<file path="config.mk">
export PLATFORM = sky130hd
export DESIGN_NAME = bit_scan_queue
export DESIGN_NICKNAME = d
export VERILOG_FILES = /design/src/rtl/bit_scan_queue.sv
export SDC_FILE = /design/constraint.sdc
export NUM_CORES = 1
export LEC_CHECK = 0
export ABC_CLOCK_PERIOD_IN_PS = 6140
export BUFFER_PORTS_ARGS = -buffer_cell sky130_fd_sc_hd__buf_2
export CAP_MARGIN = 25
export CORE_MARGIN = 2
export CORE_UTILIZATION = 49
export DETAILED_ROUTE_END_ITERATION = 16
export GPL_TIMING_DRIVEN = 0
export PLACE_DENSITY_LB_ADDON = 0.1
export RECOVER_POWER = 25
export SETUP_SLACK_MARGIN = 0.3
export SLEW_MARGIN = 10
export SYNTH_ARGS = -nofsm -noshare
export SYNTH_HDL_FRONTEND = slang
export SYNTH_SLANG_ARGS = --single-unit
</file>
<file path="constraint.sdc">
create_clock -name clk -period 6.14 [get_ports clk]
set_clock_uncertainty 0.05 [all_clocks]
set_input_delay 1.228 -clock clk [delete_from_list [all_inputs] [get_ports clk]]
set_output_delay 1.228 -clock clk [all_outputs]
set_load 0.1 [all_outputs]
</file>
<file path="src/rtl/bit_scan_queue.sv">
// Sequential priority encoder: captures a request vector and emits one set-bit index per beat.
// Define BIT_SCAN_LSB_FIRST_EN to emit the lowest set index first instead of the highest.
module bit_scan_queue #(
    parameter int WIDTH = 16,
    localparam int IDXW = $clog2(WIDTH)
) (
    input  logic              clk,
    input  logic              rst_n,
    input  logic              flush,
    input  logic              in_valid,
    output logic              in_ready,
    input  logic [WIDTH-1:0]  in_vec,
    output logic              out_valid,
    input  logic              out_ready,
    output logic [IDXW-1:0]   out_idx,
    output logic              out_none,
    output logic              out_last,
    output logic [IDXW:0]     count
);

    typedef enum logic [0:0] {
        IDLE = 1'b0,
        EMIT = 1'b1
    } state_t;

    state_t            state_q, state_d;
    logic [WIDTH-1:0]  vec_q, vec_d;
    logic              none_q, none_d;
    logic [IDXW-1:0]   scan_idx;
    logic [IDXW:0]     pending;
    logic              emitting;
    logic              pop;
    logic              load;

    function automatic logic [IDXW-1:0] priority_idx(input logic [WIDTH-1:0] v);
        logic [IDXW-1:0] idx;
        idx = {IDXW{1'b0}};
`ifdef BIT_SCAN_LSB_FIRST_EN
        for (int i = WIDTH - 1; i >= 0; i--) begin
            if (v[i]) begin
                idx = i[IDXW-1:0];
            end else begin
                idx = idx;
            end
        end
`else
        for (int i = 0; i < WIDTH; i++) begin
            if (v[i]) begin
                idx = i[IDXW-1:0];
            end else begin
                idx = idx;
            end
        end
`endif
        return idx;
    endfunction

    function automatic logic [IDXW:0] popcount(input logic [WIDTH-1:0] v);
        logic [IDXW:0] c;
        c = {(IDXW+1){1'b0}};
        for (int i = 0; i < WIDTH; i++) begin
            c = c + {{IDXW{1'b0}}, v[i]};
        end
        return c;
    endfunction

    // Output fields derive from registers only; in_ready also honours reset and flush.
    always_comb begin
        emitting  = (state_q == EMIT);
        scan_idx  = priority_idx(vec_q);
        pending   = popcount(vec_q);
        out_valid = emitting;
        out_none  = emitting & none_q;
        out_idx   = (emitting && !none_q) ? scan_idx : {IDXW{1'b0}};
        count     = emitting ? pending : {(IDXW+1){1'b0}};
        out_last  = emitting && (pending <= {{IDXW{1'b0}}, 1'b1});
        in_ready  = rst_n & ~flush & (~emitting | (out_ready & out_last));
        pop       = out_valid & out_ready;
        load      = in_valid & in_ready;
    end

    // Next state: flush beats load, load beats the end-of-vector return to IDLE.
    always_comb begin
        state_d = state_q;
        vec_d   = vec_q;
        none_d  = none_q;
        if (flush) begin
            state_d = IDLE;
            vec_d   = {WIDTH{1'b0}};
            none_d  = 1'b0;
        end else begin
            if (pop) begin
                vec_d[out_idx] = 1'b0;
                if (out_last) begin
                    state_d = IDLE;
                    none_d  = 1'b0;
                end else begin
                    state_d = state_q;
                end
            end else begin
                vec_d = vec_q;
            end
            if (load) begin
                state_d = EMIT;
                vec_d   = in_vec;
                none_d  = (in_vec == {WIDTH{1'b0}});
            end else begin
                none_d = none_d;
            end
        end
    end

    // State registers with synchronous active-low reset.
    always_ff @(posedge clk) begin
        if (!rst_n) begin
            state_q <= IDLE;
            vec_q   <= {WIDTH{1'b0}};
            none_q  <= 1'b0;
        end else begin
            state_q <= state_d;
            vec_q   <= vec_d;
            none_q  <= none_d;
        end
    end

endmodule

</file>
==> impl_metrics.ini, run 1 <==
[clock_tree]
cts_buffers = 3
tritoncts = built
clk_pin_slew_worst_paths_ps = 100
post_cts_buffers = 0
htree_levels = 1
cts.sink_count = 18
cts-root-buf = clkbuf_4
ctsLongestPathBuffers = 2
holdBufCountCts = 0
clk_latency_ps = 280

[drt]
drc = 0
drt_wl_total_um = 3620
drtIter0Drc = 38
vias = 1411
wl_per_cell_um = 15.5
first_pass_iters = 4
drtAntennaViolNets = 0
vias_per_cell = 6.06

[finish]
seq_area_um2 = 368
fill_cells = 258
fin_util_pct = 61.6
multiInputGateArea_mm2 = 0.00101
diodes = 0
layout.nets = 240
drive_above_1_share_pct = 30.2
area_growth_pct = 17.6

[floorplanning]
rows = 19
die_y_um = 58.8
io-pin-count = 34
initial_core_util_pct = 52.4
die_w_um = 58.8
die_area_mm2 = 0.00345
coreArea_mm2 = 0.00281

[synth]
syn-num-nets = 202
yosysTopAreaCell = dfxtp_1
synthFlopType = dfxtp_1
synthArstFlopShare_pct = 0
syn_inst = 166
seq_area_frac_synth_pct = 24.5
yosys_register_bits = 18
syn_area_mm2 = 0.00147
yosys.cell_types.count = 43
avgSynthCellArea_um2 = 8.85
synth_edf_count = 0
synth_area_leaders = dfxtp_1 25%, fa_1 14%, a32o_1 9.5%
yosys_warnings = 0
yosys.cell_count.top_type = inv_1
synth_top_area_share_pct = 24.5
synth_commonest_cells = 20 x inv_1, 18 x dfxtp_1, 15 x nor2_1

[setup_path]
crit_chain = fa_1 -> inv_1 -> fa_1 -> fa_1 -> fa_1 -> inv_1 -> ha_1 -> inv_1 -> fa_1 -> nand2b_4 -> o2bb2ai_2 -> o2111ai_1 -> a21oi_2 -> buf_8
worstSetupPathType = register to primary output
timing.rr.end = vec_q[13]
critPathArrivalTime_ps = 4410
crit_start = vec_q[0]
r2r-start = vec_q[0]
crit_required_ps = 4860
endpoint = in_ready
r2r_slack_ps = 1400
start_kind = register
cp_slowest_cell = fa_1
max_stage_delay_ps = 550
crit_fanout = 3
crit_top_cell = fa_1
end_kind = primary output
reg2reg_depth = 17

[sta]
post-route-period-util_pct = 92.6
max_freq_mhz = 176
tns_ps = 0
setup_violations = 0
grt_setup_unrepaired = false
drv_slew = 0
worst_slew_pin_slew_ps = 1160
finalHoldViolCount = 0
period_minus_slack_ps = 5690
relSlewSlack_pct = 22.8

[global_routing]
antenna_found_initial = 0
grt_max_degree = 11
gr-total-overflow = 0
grtUsageTotal_pct = 22.8
grt_pass1_vias = 1351
grt_first_pass_wirelength_um = 6040

[power_and_ir_drop]
power_frac_seq_pct = 44.9
p_per_area_mw_per_mm2 = 162
swShare_pct = 37.0
p_leak_nw = 0.691
pwr-share-clk_pct = 20.4
internal_power_mw = 0.177
p_sw_mw = 0.104
ir_drop_uv = 123
combPwrFrac_pct = 34.7

[place]
gp_congestion = 0.879
numPortBuffers = 33
post-dp-hpwl_um = 2990

[min_path]
hold_path_class = register to register

[status]
outcome = finished clean

[run]
timing.max_cap.violations = 0
-- power by group through the flow --
stage,clock network [mW],registers [mW],logic [mW]
3_5_place_dp,0,0.128,0.0968
5_1_grt,0.0637,0.126,0.106
6_report,0.0570,0.126,0.0972
2_1_floorplan,0,0.129,0.0703
3_3_place_gp,0,0.128,0.0945
4_1_cts,0.0594,0.125,0.0972
-- worst min path at each step --
stage / startpoint / to / slack, ps / cells past startpoint
6_report: vec_q[15] / vec_q[15] / 510 / 2
5_1_grt: vec_q[15] / vec_q[15] / 530 / 2
4_1_cts: none_q / none_q / 510 / 1
3_5_place_dp: none_q / none_q / 490 / 1
3_3_place_gp: none_q / none_q / 480 / 1
2_1_floorplan: none_q / none_q / 450 / 1
-- worst max-delay path: cells and delay by family (launching register included) --
kind | cells | cell delay, ps
fa+ha+maj | 6 | 2570
compound gates | 3 | 600
buf+inv | 4 | 400
flops | 1 | 360
simple gates | 1 | 180
-- cells by family after synthesis --
logic type,after synthesis,share of synthesized area [%]
simple gates,71,28.7
compound gates,36,20.4
fa+ha+maj,15,17.9
buf+inv,25,7.92
flops,18,24.5
xor+xnor,1,0.596
-- cells in the final DEF (no fill, tap or decap), drive strengths merged --
| cell | instances |
|---|---|
| o2bb2ai | 1 |
| o2111ai | 1 |
| nor4 | 9 |
| or3b | 1 |
| or3 | 1 |
| nor2b | 4 |
| and3b | 1 |
| xor2 | 1 |
| fa | 10 |
| a21oi | 12 |
| a211oi | 1 |
| buf | 31 |
| clkbuf | 10 |
| and2 | 4 |
| o31ai | 1 |
| o221ai | 1 |
| o31a | 1 |
| ha | 5 |
| nor3 | 4 |
| o21ai | 2 |
| nand3 | 3 |
| nor3b | 5 |
| or2 | 2 |
| a32o | 14 |
| dfxtp | 18 |
| nand2 | 13 |
| and4 | 1 |
| a21boi | 1 |
| nor2 | 15 |
| a2bb2oi | 1 |
| inv | 20 |
| or2b | 1 |
| nand2b | 4 |
| nand3b | 3 |
-- registers in the layout, indices dropped and copies added, names as in the netlist --
register	flops
vec_q	16
none_q	1
out_valid	1
-- timing repair --
action / in CTS / in global routing
pin swaps: 0 / 1
gates resized for setup: 1 / 10
endpoints found under the setup margin: 1 / 2
-- stage by stage --
stage	setup slack [ps]	cell area [um^2]	hold WS (ps)	power (mW)	instances
floorplan	429	1480	447	0.199	166
global route	261	1730	528	0.296	233
finish	452	1730	510	0.280	233
detailed placement	516	1690	490	0.225	230
CTS	304	1710	513	0.282	233
global placement	570	1690	484	0.222	230
-- metal layers --
| layer | global-route usage [%] | part of all wire (%) |
|---|---|---|
| met1 | 31.3 | 44 |
| met2 | 38.4 | 49 |
| met3 | 1.98 | 6.0 |
| met4 | 6.49 | 1.5 |
| met5 | 0 | 0 |
-- cell type report --
class	instances	area share, %
clock buffer	3	1.30
inverter	20	4.34
sequential	18	21.3
timing repair buffer	33	9.70
multi-input combinational	123	58.7
buffer	5	2.39
tap	31	2.24
Note: power is estimated with default switching activity, not from simulation.
==> run 2, diff against run 1 <==
--- a/config.mk
+++ b/config.mk
@@ -5,14 +5,14 @@
 export SDC_FILE = /design/constraint.sdc
 export NUM_CORES = 1
 export LEC_CHECK = 0
-export ABC_CLOCK_PERIOD_IN_PS = 6140
+export ABC_CLOCK_PERIOD_IN_PS = 6900
 export BUFFER_PORTS_ARGS = -buffer_cell sky130_fd_sc_hd__buf_2
 export CAP_MARGIN = 25
 export CORE_MARGIN = 2
 export CORE_UTILIZATION = 49
 export DETAILED_ROUTE_END_ITERATION = 16
 export GPL_TIMING_DRIVEN = 0
-export PLACE_DENSITY_LB_ADDON = 0.1
+export PLACE_DENSITY = 0.74
 export RECOVER_POWER = 25
 export SETUP_SLACK_MARGIN = 0.3
 export SLEW_MARGIN = 10
==> constraint.sdc (replaced) <==
create_clock -name clk -period 6.9 [get_ports clk]
set_clock_uncertainty 0.05 [all_clocks]
set_input_delay 1.38 -clock clk [delete_from_list [all_inputs] [get_ports clk]]
set_output_delay 1.38 -clock clk [all_outputs]
set_load 0.1 [all_outputs]
==> run 2 against run 1 <==
  * Global-route usage increased by 0.54 points
  * Register-to-register slack improved by 740 ps
  * Highest routed layer unchanged
  * Sequential power decreased by 11%
  * Critical path type unchanged
  * Final area decreased by 1.9%
  * Die area unchanged
  * The run now ends with design-rule violations left
  * Hold slack got worse by 4.3 ps
  * Critical path depth unchanged
  * Cell count increased by 0.43%
==> impl_metrics.ini, run 2 (synthesis results as in run 1) <==
[status]
outcome = finished, violations left
violations = design-rule violations

[sta]
post-route-period-util_pct = 89.1
drv_slew = 0
setup_violations = 0
max_freq_mhz = 163
relSlewSlack_pct = 22.1
tns_ps = 0
finalHoldViolCount = 0
hold_slack_ps = 506
period_minus_slack_ps = 6150
grt_setup_unrepaired = false
worst_slew_pin_slew_ps = 1170

[finish]
seq_area_um2 = 360
mostFrequentLayoutCell = buf_2
layout.nets = 240
drive_above_1_share_pct = 24.6
fill_cells = 266
diodes = 0
multiInputGateArea_um2 = 986
layout_common_cells = 29 x buf_2, 20 x inv_1, 18 x dfxtp_1
area_growth_pct = 15.4
largest_register = vec_q
largest_reg_flops = 16

[place]
numPortBuffers = 33
post-dp-hpwl_um = 3040
gp_congestion = 0.903

[drt]
vias = 1406
drtIter0Drc = 78
drc = 1
first_pass_iters = 10
drtAntennaViolNets = 0
wl_per_cell_um = 16.2
drt_wl_total_um = 3790
vias_per_cell = 6.01

[setup_path]
crit_required_ps = 5470
worstSetupPathType = register to primary output
r2r-start = vec_q[11]
crit_start = vec_q[11]
end_kind = primary output
critPathArrivalTime_ps = 4720
reg2reg_depth = 16
start_kind = register
crit_fanout = 8

[floorplanning]
coreArea_mm2 = 0.00281
die_y_um = 58.8
initial_core_util_pct = 52.4
rows = 19
die_area_mm2 = 0.00345
die_w_um = 58.8
io-pin-count = 34

[global_routing]
gr-total-overflow = 0
grt_first_pass_wirelength_um = 6190
grt_pass1_vias = 1402
antenna_found_initial = 0
grtUsageTotal_pct = 23.4
grt_max_degree = 11

[power_and_ir_drop]
p_leak_nw = 0.682
power_frac_seq_pct = 42.0
ir_drop_uv = 131
pwr-share-clk_pct = 25.4
combPwrFrac_pct = 32.5
swShare_pct = 36.7
internal_power_mw = 0.168
p_per_area_mw_per_mm2 = 157
p_sw_mw = 0.0976

[clock_tree]
cts.sink_count = 18
post_cts_resized = 0
post_cts_buffers = 0
cts_buffers = 3
htree_levels = 1
ctsLongestPathBuffers = 2
holdBufCountCts = 0
clk_latency_ps = 300
tritoncts = built
clk_pin_slew_worst_paths_ps = 110
cts-root-buf = clkbuf_4

[min_path]
hold_path_class = register to register
hold-path-cell-count = 1
hp-start = none_q

[run]
timing.max_cap.violations = 0
run 2: stage by stage:
stage / utilization (%) / cell area [um^2] / std cells / total power, mW / worst slack [ps]
CTS: 60.9 / 1710 / 234 / 0.267 / 751
global route: 60.4 / 1700 / 234 / 0.279 / 470
detailed placement: 59.6 / 1670 / 230 / 0.201 / 1100
finish: 60.4 / 1700 / 234 / 0.266 / 755
global placement: 59.6 / 1670 / 230 / 0.197 / 1210
floorplan: - / 1470 / 166 / 0.177 / 445
run 2: final timing paths:
kind / to / slack (ps)
setup reg to reg: none_q / 2140
hold reg to reg: none_q / 510
setup / recovery: in_ready / 750
hold / removal: none_q / 510
run 2: metal layers:
| metal | wire length (um) | track usage (%) | share of wire, % | vias to the layer above |
|---|---|---|---|---|
| met4 | 58 | 9.09 | 1.5 | 0 |
| met2 | 1890 | 42.1 | 50 | 40 |
| met5 | 0 | 0 | 0 | - |
| met3 | 175 | 1.54 | 4.6 | 7 |
| met1 | 1670 | 28.9 | 44 | 690 |
| li1 | - | - | - | 669 |
run 2: layout make-up:
class / instances / share of cell area [%]
multi-input combinational: 123 / 58.2
clock buffer: 4 / 2.14
timing repair buffer: 33 / 9.30
buffer: 5 / 2.44
sequential: 18 / 21.3
inverter: 20 / 4.43
tap: 31 / 2.29
run 2: power by group through the flow:
stage	Combinational (mW)	Sequential [mW]	Clock [mW]
3_5_place_dp	0.0868	0.114	0
3_3_place_gp	0.0830	0.114	0
4_1_cts	0.0874	0.112	0.0680
5_1_grt	0.0947	0.112	0.0717
6_report	0.0864	0.112	0.0676
2_1_floorplan	0.0621	0.115	0
run 2: critical path, stage by stage (launching register included):
cell       delay (ps)
dfxtp_1           520
fa_1              470
fa_1              490
inv_1              50
fa_1              500
fa_1              420
inv_1              80
ha_1              180
inv_1              60
fa_1              410
nand2b_1          190
o2bb2ai_1         200
o2111ai_1         210
a21oi_1           190
buf_2             440
==> run 3, diff against run 2 <==
--- a/config.mk
+++ b/config.mk
@@ -5,7 +5,7 @@
 export SDC_FILE = /design/constraint.sdc
 export NUM_CORES = 1
 export LEC_CHECK = 0
-export ABC_CLOCK_PERIOD_IN_PS = 6900
+export ABC_CLOCK_PERIOD_IN_PS = 6100
 export BUFFER_PORTS_ARGS = -buffer_cell sky130_fd_sc_hd__buf_2
 export CAP_MARGIN = 25
 export CORE_MARGIN = 2
@@ -15,7 +15,7 @@
 export PLACE_DENSITY = 0.74
 export RECOVER_POWER = 25
 export SETUP_SLACK_MARGIN = 0.3
-export SLEW_MARGIN = 10
+export SLEW_MARGIN = 15
 export SYNTH_ARGS = -nofsm -noshare
 export SYNTH_HDL_FRONTEND = slang
 export SYNTH_SLANG_ARGS = --single-unit
==> constraint.sdc (replaced) <==
create_clock -name clk -period 6.1 [get_ports clk]
set_clock_uncertainty 0.05 [all_clocks]
set_input_delay 1.22 -clock clk [delete_from_list [all_inputs] [get_ports clk]]
set_output_delay 1.22 -clock clk [all_outputs]
set_load 0.1 [all_outputs]
==> run 3 against run 2 <==
  * The flow still finishes with violations (design-rule violations)
  * Register-to-register slack got worse by 820 ps
  * Combinational power rose by 14%
  * Critical path depth did not move
  * Highest routed layer unchanged
  * Final area rose by 3.0%
  * Sequential share of layout area fell by 0.25 points
  * Power rose by 13%
==> impl_metrics.ini, run 3 (synthesis results as in run 1) <==
[drt]
drtAntennaViolNets = 0
drtIter0Drc = 43
drt_wl_total_um = 3660
vias = 1387
wl_per_cell_um = 15.6
drc = 1
vias_per_cell = 5.90
first_pass_iters = 10

[clock_tree]
clk_latency_ps = 300
tritoncts = built
cts.sink_count = 18
htree_levels = 1
ctsLongestPathBuffers = 2
clk_pin_slew_worst_paths_ps = 100
holdBufCountCts = 0
cts_buffers = 3
cts-root-buf = clkbuf_4

[power_and_ir_drop]
internal_power_mw = 0.192
ir_drop_uv = 151
power_frac_seq_pct = 42.0
pwr-share-clk_pct = 25.2
swShare_pct = 36.2
combPwrFrac_pct = 32.7
p_per_area_mw_per_mm2 = 172
p_sw_mw = 0.109
p_leak_nw = 0.693

[setup_path]
critPathArrivalTime_ps = 4370
max_stage_delay_ps = 530
crit_family = adder cells
start_kind = register
crit_chain = fa_1 -> inv_1 -> fa_1 -> fa_1 -> fa_1 -> inv_1 -> ha_1 -> inv_1 -> fa_2 -> nand2b_1 -> o2bb2ai_2 -> o2111ai_1 -> a21oi_2 -> buf_8
crit_buf_inv = 4
crit_required_ps = 4830
cp_slowest_cell = fa_1
crit_fanout = 5
worstSetupPathType = register to primary output
crit_top_cell = fa_1
end_kind = primary output

[sta]
post-route-period-util_pct = 92.5
grt_setup_unrepaired = false
max_freq_mhz = 177
setup_ws_ps = 460
period_minus_slack_ps = 5640
tns_ps = 0
setup_violations = 0
worst_slew_pin_slew_ps = 1160
relSlewSlack_pct = 22.7
drv_slew = 0
finalHoldViolCount = 0

[place]
post-dp-hpwl_um = 3040
numPortBuffers = 33
gp_congestion = 0.900
place_worst_setup_slack_ps = 453
dp_cells = 230
dpl_cell_area_mm2 = 0.00169

[status]
outcome = finished, violations left
violations = design-rule violations

[finish]
largest_reg_flops = 16
layout_common_cells = 27 x buf_2, 20 x inv_1, 14 x nor2_1, 14 x a32o_1
diodes = 0
instances_no_fill = 235
mostFrequentLayoutCell = buf_2
final_area_mm2 = 0.00175
largest_register = vec_q
layout.nets = 241
area_growth_pct = 18.8
drive_above_1_share_pct = 30.4

[global_routing]
gr-total-overflow = 0
grtUsageTotal_pct = 22.8
grt_first_pass_wirelength_um = 5980
antenna_found_initial = 0
grt_max_degree = 11
grt_pass1_vias = 1367

[floorplanning]
coreArea_mm2 = 0.00281
die_y_um = 58.8
die_area_mm2 = 0.00345
io-pin-count = 34
rows = 19
die_w_um = 58.8
initial_core_util_pct = 52.4

[run]
timing.max_cap.violations = 0

[min_path]
hold_path_class = register to register
-- run 3: area by class of cell --
| cell class | count | area, um^2 |
|---|---|---|
| timing repair buffer | 34 | 178 |
| clock buffer | 4 | 36.3 |
| multi-input combinational | 123 | 1010 |
| buffer | 5 | 41.3 |
| inverter | 20 | 75.1 |
| sequential | 18 | 367 |
| tap | 31 | 38.8 |
| fill | 263 | 1060 |
-- run 3: repair_timing --
item,in CTS,in global routing
resized for setup,4,7
setup buffers,0,1
setup endpoints to repair,2,2
pin swaps,0,3
hold endpoints to repair,0,0
-- run 3: through the flow --
stage	util, %	hold WS (ps)	power (mW)
6_report	62.2	495	0.301
5_1_grt	62.2	517	0.317
4_1_cts	62.0	524	0.301
3_5_place_dp	60.2	500	0.226
3_3_place_gp	60.2	482	0.223
2_1_floorplan	-	447	0.200
-- run 3: power by group through the flow --
stage          clock, mW  combinational, mW  sequential [mW]
6_report          0.0760             0.0984            0.127
2_1_floorplan          0             0.0708            0.130
4_1_cts           0.0766             0.0986            0.126
5_1_grt           0.0816              0.108            0.127
3_3_place_gp           0             0.0941            0.129
3_5_place_dp           0             0.0970            0.129
-- run 3: worst paths after layout --
kind	cells after the start	slack, ps	startpoint	end
max	14	460	vec_q[7]	in_ready
min	2	500	vec_q[15]	vec_q[15]
max reg2reg	18	1320	vec_q[7]	vec_q[14]
min reg2reg	2	500	vec_q[15]	vec_q[15]
-- run 3: tightest hold or removal path, delay by kind of cell, from the launching register on --
family	cells	cell delay [ps]
AOI/OAI and AO/OA	1	60
and+or+nand+nor	1	90
DFF	1	370
-- run 3: layer usage --
metal  GRT usage (%)  part of all wire (%)
met5               0                     0
met4            9.09                   1.4
met3            1.54                   4.3
met2            39.7                    50
met1            29.2                    44
